`config.mk`:
```
export PLATFORM = sky130hd
export DESIGN_NAME = kernel_stream_source_flat
export DESIGN_NICKNAME = d
export VERILOG_FILES = /design/src/rtl/kernel_stream_source_if.sv /design/src/rtl/kernel_stream_source.sv /design/src/flat_wrapper.sv
export SDC_FILE = /design/constraint.sdc
export NUM_CORES = 1
export LEC_CHECK = 0
export BUFFER_PORTS_ARGS = -buffer_cell sky130_fd_sc_hd__buf_4
export CAP_MARGIN = 20
export CORE_ASPECT_RATIO = 1.75
export CORE_MARGIN = 10
export CORE_UTILIZATION = 41
export CTS_CLUSTER_DIAMETER = 50
export DETAILED_ROUTE_END_ITERATION = 12
export GPL_TIMING_DRIVEN = 0
export PLACE_DENSITY_LB_ADDON = 0.12
export SLEW_MARGIN = 20
export SYNTH_ARGS = -nofsm -noshare
export SYNTH_HDL_FRONTEND = slang
export SYNTH_SLANG_ARGS = --single-unit
export TNS_END_PERCENT = 50
```
`constraint.sdc`:
```
create_clock -name clk -period 3.8 [get_ports clk]
set_input_delay 0.19 -clock clk [delete_from_list [all_inputs] [get_ports clk]]
set_output_delay 0.19 -clock clk [all_outputs]
set_load 0.03 [all_outputs]
```
`src/rtl/kernel_stream_source_if.sv`:
```
// Output stream handshake bundle for kernel_stream_source.
//   ovalid  : producer has a word on out1_s0
//   oready  : consumer accepts the word this edge
//   out1_s0 : data word
//   olast   : marks the final word of a stream (qualified by ovalid)
interface kernel_stream_source_if #(
  parameter int STREAMW = 32
) ();
  logic               ovalid;
  logic               oready;
  logic [STREAMW-1:0] out1_s0;
  logic               olast;

  modport master (output ovalid, output out1_s0, output olast, input oready);
  modport slave  (input ovalid, input out1_s0, input olast, output oready);
endinterface

```
`src/rtl/kernel_stream_source.sv`:
```
// kernel_stream_source: emits an arithmetic sequence base, base+stride, ...
// of nwords words on a valid/ready stream, then pulses done for one cycle.
// Ports:
//   clk, rst (async, active low)
//   start, nwords, base, stride : stream request, sampled in IDLE
//   busy  : high while words are being offered
//   done  : one-cycle completion pulse
//   o     : output stream (ovalid/oready/out1_s0/olast)
module kernel_stream_source #(
  parameter int STREAMW = 32,
  parameter int NWORDSW = 16
) (
  input  logic                clk,
  input  logic                rst,
  input  logic                start,
  input  logic [NWORDSW-1:0]  nwords,
  input  logic [STREAMW-1:0]  base,
  input  logic [STREAMW-1:0]  stride,
  output logic                busy,
  output logic                done,
  kernel_stream_source_if.master o
);

  typedef enum logic [1:0] {IDLE, RUN, DONE} state_e;

  state_e             state_q, state_d;
  logic [NWORDSW-1:0] cnt_q, cnt_d;       // index of the word on out1_s0
  logic [NWORDSW-1:0] nwords_q, nwords_d;
  logic [STREAMW-1:0] stride_q, stride_d;
  logic [STREAMW-1:0] data_q, data_d;     // running sum, wraps silently
  logic               run;
  logic               is_last;

  assign run     = (state_q == RUN);
  // nwords_q is never zero in RUN, so nwords_q-1 cannot underflow there;
  // the index tops out at nwords-1 and so never overflows the counter.
  assign is_last = (cnt_q == (nwords_q - NWORDSW'(1)));

  assign o.ovalid  = run;
  assign o.olast   = run && is_last;
  assign o.out1_s0 = data_q;
  assign busy      = run;

  always_comb begin
    state_d  = state_q;
    cnt_d    = cnt_q;
    nwords_d = nwords_q;
    stride_d = stride_q;
    data_d   = data_q;
    done     = 1'b0;
    case (state_q)
      IDLE: begin
        if (start) begin
          if (nwords != '0) begin
            nwords_d = nwords;
            stride_d = stride;
            data_d   = base;
            cnt_d    = '0;
            state_d  = RUN;
          end else begin
            state_d  = DONE;
          end
        end
      end
      RUN: begin
        if (o.oready) begin
          if (is_last) begin
            state_d = DONE;
          end else begin
            cnt_d  = cnt_q + NWORDSW'(1);
            data_d = data_q + stride_q;
          end
        end
      end
      DONE: begin
        done    = 1'b1;
        state_d = IDLE;
      end
      default: state_d = IDLE;
    endcase
  end

  always_ff @(posedge clk or negedge rst) begin
    if (!rst) begin
      state_q  <= IDLE;
      cnt_q    <= '0;
      nwords_q <= '0;
      stride_q <= '0;
      data_q   <= '0;
    end else begin
      state_q  <= state_d;
      cnt_q    <= cnt_d;
      nwords_q <= nwords_d;
      stride_q <= stride_d;
      data_q   <= data_d;
    end
  end

endmodule

```
`src/flat_wrapper.sv`:
```
// flat-port wrapper written by rule: the top's interface ports become plain ports
module kernel_stream_source_flat 
#(
  parameter int STREAMW = 32,
  parameter int NWORDSW = 16
)
  (clk, rst, start, nwords, base, stride, busy, done, o_ovalid, o_out1_s0, o_olast, o_oready);
  kernel_stream_source_if #(.STREAMW(STREAMW)) o_i ();
  input  logic clk;
  input  logic rst;
  input  logic start;
  input  logic [NWORDSW-1:0] nwords;
  input  logic [STREAMW-1:0] base;
  input  logic [STREAMW-1:0] stride;
  output logic busy;
  output logic done;
  output wire logic [$bits(o_i.ovalid)-1:0] o_ovalid;
  output wire logic [$bits(o_i.out1_s0)-1:0] o_out1_s0;
  output wire logic [$bits(o_i.olast)-1:0] o_olast;
  input wire logic [$bits(o_i.oready)-1:0] o_oready;
  assign o_ovalid = o_i.ovalid;
  assign o_out1_s0 = o_i.out1_s0;
  assign o_olast = o_i.olast;
  assign o_i.oready = o_oready;
  kernel_stream_source #(.STREAMW(STREAMW), .NWORDSW(NWORDSW)) u_core (.clk(clk), .rst(rst), .start(start), .nwords(nwords), .base(base), .stride(stride), .busy(busy), .done(done), .o(o_i));
endmodule
```
==> results.py <==
metrics = {
    "detailed_routing": {
        "drtPass1Iterations": 4,
        "vias_per_cell": 5.43,
        "drt_iter0_drc": 223,
        "drtAntennaViolNets": 0,
        "drcViolationCount": 0,
        "totalWireLength_mm": 19.9,
        "vias": 5861,
        "wl_per_cell_um": 18.4,
    },
    "run": {
        "drv_cap": 0,
    },
    "worst_setup_path": {
        "path_cells": "inv_1 -> ha_1 -> or3b_4 -> or4_1 -> o211ai_2 -> o211ai_2 -> a2111oi_4 -> nand2_1 -> nor2_1 -> buf_4",
        "r2r-start": "u_core.nwords_q[0]",
        "end_kind": "output port",
        "reg2reg_slack_ps": 320,
        "r2r-end": "u_core.o.out1_s0[19]",
        "crit_family": "simple AND/OR/NAND/NOR gates",
        "worst_r2r_path_depth": 11,
        "startpoint": "u_core.nwords_q[0]",
        "crit_path_end": "o_olast",
        "critPathLaunchType": "flop",
        "slowest_stage": "a2111oi_4",
        "critPathMostFrequentCell": "o211ai_2",
        "crit_type": "reg -> out",
        "required_ps": 3610,
        "cp.depth": 10,
        "cp_data_arrival_time_ps": 3340,
        "max_stage_delay_ps": 500,
        "path_buf_inv": 2,
        "worstPathMaxFanout": 6,
    },
    "timing": {
        "skew_ps": 12.2,
        "final_max_slew_viol_count": 0,
        "tightest_slew_ps": 948,
        "finalCritPeriodShare_pct": 93.0,
        "setup_tns_ps": 0,
        "relSlewSlack_pct": 36.6,
        "setup_viol": 0,
        "rsz0062_at_grt": "false",
        "max_freq_mhz": 283,
        "min_period_ps": 3530,
        "finalHoldViolations": 0,
    },
    "synthesis": {
        "yosys_warnings": 0,
        "synth-seq-area-share_pct": 38.5,
        "synth_area_um2": 6370,
        "syn_avg_cell_area_um2": 8.43,
        "synth_seq_cells": 98,
        "ys_types": 70,
        "synth-edff-count": 0,
        "syn_inst": 756,
        "synthArstFlopShare_pct": 100,
        "syn_nets": 874,
        "synthFlopType": "dfrtp_1",
    },
    "clock_network": {
        "clk_pin_slew_ps": 70,
        "cts_buffer_depth": 2,
        "h-tree-depth": 3,
        "cts_buffers": 9,
        "clock-sinks": 98,
        "clock_latency_ps": 350,
        "cts_tree": "yes",
        "cts_root_buf": "clkbuf_16",
    },
    "power": {
        "p_comb_share_pct": 54.8,
        "leakage_nw": 3.85,
        "irDropWorstVdd_mv": 0.518,
        "pwr-share-seq_pct": 29.5,
        "switching_share_pct": 44.9,
        "finalPower_mw": 6.07,
        "powerDensity_nw_per_um2": 775,
        "power_frac_clock_pct": 15.8,
        "p_int_mw": 3.34,
        "switching_power_mw": 2.72,
    },
    "hold_path": {
        "hold_path_class": "in -> reg",
        "min_from": "stride[12]",
    },
    "final_layout": {
        "num-fill-cells": 1565,
        "diodes": 0,
        "final_util_pct": 51.1,
        "area_growth_syn_to_layout_pct": 22.8,
        "drive_gt1_share_pct": 18.4,
        "final_nets": 1006,
    },
    "die": {
        "dieArea_um2": 21100,
        "core_region_area_um2": 15300,
        "die_w_um": 114,
        "die_h_um": 185,
        "num_io_pins": 120,
        "row_count": 60,
        "start_util_pct": 41.6,
    },
    "global_routing": {
        "grtUsageTotal_pct": 18.9,
        "overflow": 0,
        "antenna_found_initial": 0,
        "grt_pass1_wl_mm": 31.8,
        "grt_max_degree": 99,
        "grt_pass1_vias": 6363,
    },
    "placement": {
        "dp_hpwl_mm": 15.7,
        "port_buffers": 119,
        "routabilityCongestion": 0.843,
    },
    "outcome": {
        "outcome": "finished, final reports clean",
    },
}
layer usage:
layer	part of all wire, %	track usage [%]
met1	37	19.0
met2	55	35.4
met3	4.3	3.89
met4	3.7	8.96
met5	0	0
timing repair:
action / in CTS / in global routing
endpoints found under the hold margin: 2 / 0
resized for setup: 0 / 1
setup endpoints to repair: 0 / 3
hold buffers: 1 / 0
buffers inserted: 0 / 1
logic make-up (layout without fill, tap and decap cells):
kind of cell	Yosys count	after routing	synth area share, %
and+or+nand+nor	324	324	22.7
buffers and inverters	55	192	3.83
muxes	10	10	1.63
xor gates and xnor gates	53	53	7.29
DFF	98	98	38.5
adders and majority gates	34	34	6.80
AOI/OAI and AO/OA	182	182	19.2
final cells by class:
cell class	instances	area (µm²)	share of cell area, %
sequential	98	2450	31.3
multi-input combinational	603	3680	47.0
inverter	20	75.1	0.959
clock inverter	5	61.3	0.783
tap	186	233	2.97
clock buffer	11	243	3.10
buffer	35	169	2.16
timing repair buffer	121	915	11.7
flip-flops by register name, summed over array words and instances (netlist names):
| signal | cells |
|---|---|
| u_core.o.out1_s0 | 32 |
| u_core.stride_q | 32 |
| u_core.cnt_q | 16 |
| u_core.nwords_q | 16 |
| u_core.state_q | 2 |
power by group through the flow:
stage	logic (mW)	clock network (mW)	registers, mW
6_report	3.32	0.956	1.79
5_1_grt	3.71	1.01	1.84
4_1_cts	3.33	0.977	1.79
3_5_place_dp	3.31	0	1.81
3_3_place_gp	3.24	0	1.79
2_1_floorplan	2.13	0	2.01
through the flow:
step / setup slack (ps) / hold WS [ps] / cells / cell area, µm²
after floorplan: 532 / -106 / 756 / 6370
after global placement: 201 / 381 / 1061 / 7500
after detailed placement: 176 / 368 / 1061 / 7500
after CTS: 119 / 21.0 / 1078 / 7820
after global routing: 76.7 / 27.2 / 1079 / 7830
final: 266 / 24.0 / 1079 / 7830
cell usage in the layout (no fill, tap or decap), drive strengths merged, types with 9 or more instances in the layout:
master	instances
dfrtp	98
xnor2	27
a21o	22
nor2	48
nand4	11
buf	131
nand2	195
nand3	15
a21oi	49
o21ai	45
ha	33
xor2	26
nor3	9
clkbuf	35
inv	22
worst min-delay path, cell delays in order:
cell	delay, ps
buf_4	80
nand2_1	40
nand2_1	40
how the worst min path moves through the flow:
| stage | end | depth (start not counted) |
|---|---|---|
| 2_1_floorplan | u_core.cnt_q[0] | 0 |
| 3_3_place_gp | u_core.stride_q[24] | 3 |
| 3_5_place_dp | u_core.stride_q[23] | 1 |
| 4_1_cts | u_core.stride_q[12] | 3 |
| 5_1_grt | u_core.stride_q[12] | 3 |
| 6_report | u_core.stride_q[12] | 3 |
cell usage after synthesis, types with 6 or more instances:
library cell | instances | area (µm²)
nand4_1 | 11 | 68.8
nor2_1 | 47 | 176
nand2_1 | 195 | 732
o22ai_1 | 6 | 37.5
buf_2 | 7 | 35.0
nand2b_1 | 7 | 43.8
mux2i_1 | 7 | 70.1
clkbuf_1 | 22 | 82.6
or3_1 | 6 | 37.5
ha_1 | 33 | 413
o21ai_0 | 41 | 205
a21oi_1 | 48 | 240
xnor2_1 | 27 | 236
dfrtp_1 | 98 | 2450
o31ai_1 | 8 | 60.1
nor4_1 | 6 | 37.5
nor3_1 | 9 | 45.0
inv_1 | 20 | 75.1
nand3_1 | 15 | 75.1
xor2_1 | 26 | 228
a21o_1 | 22 | 165
(Power assumes the default switching activity.)
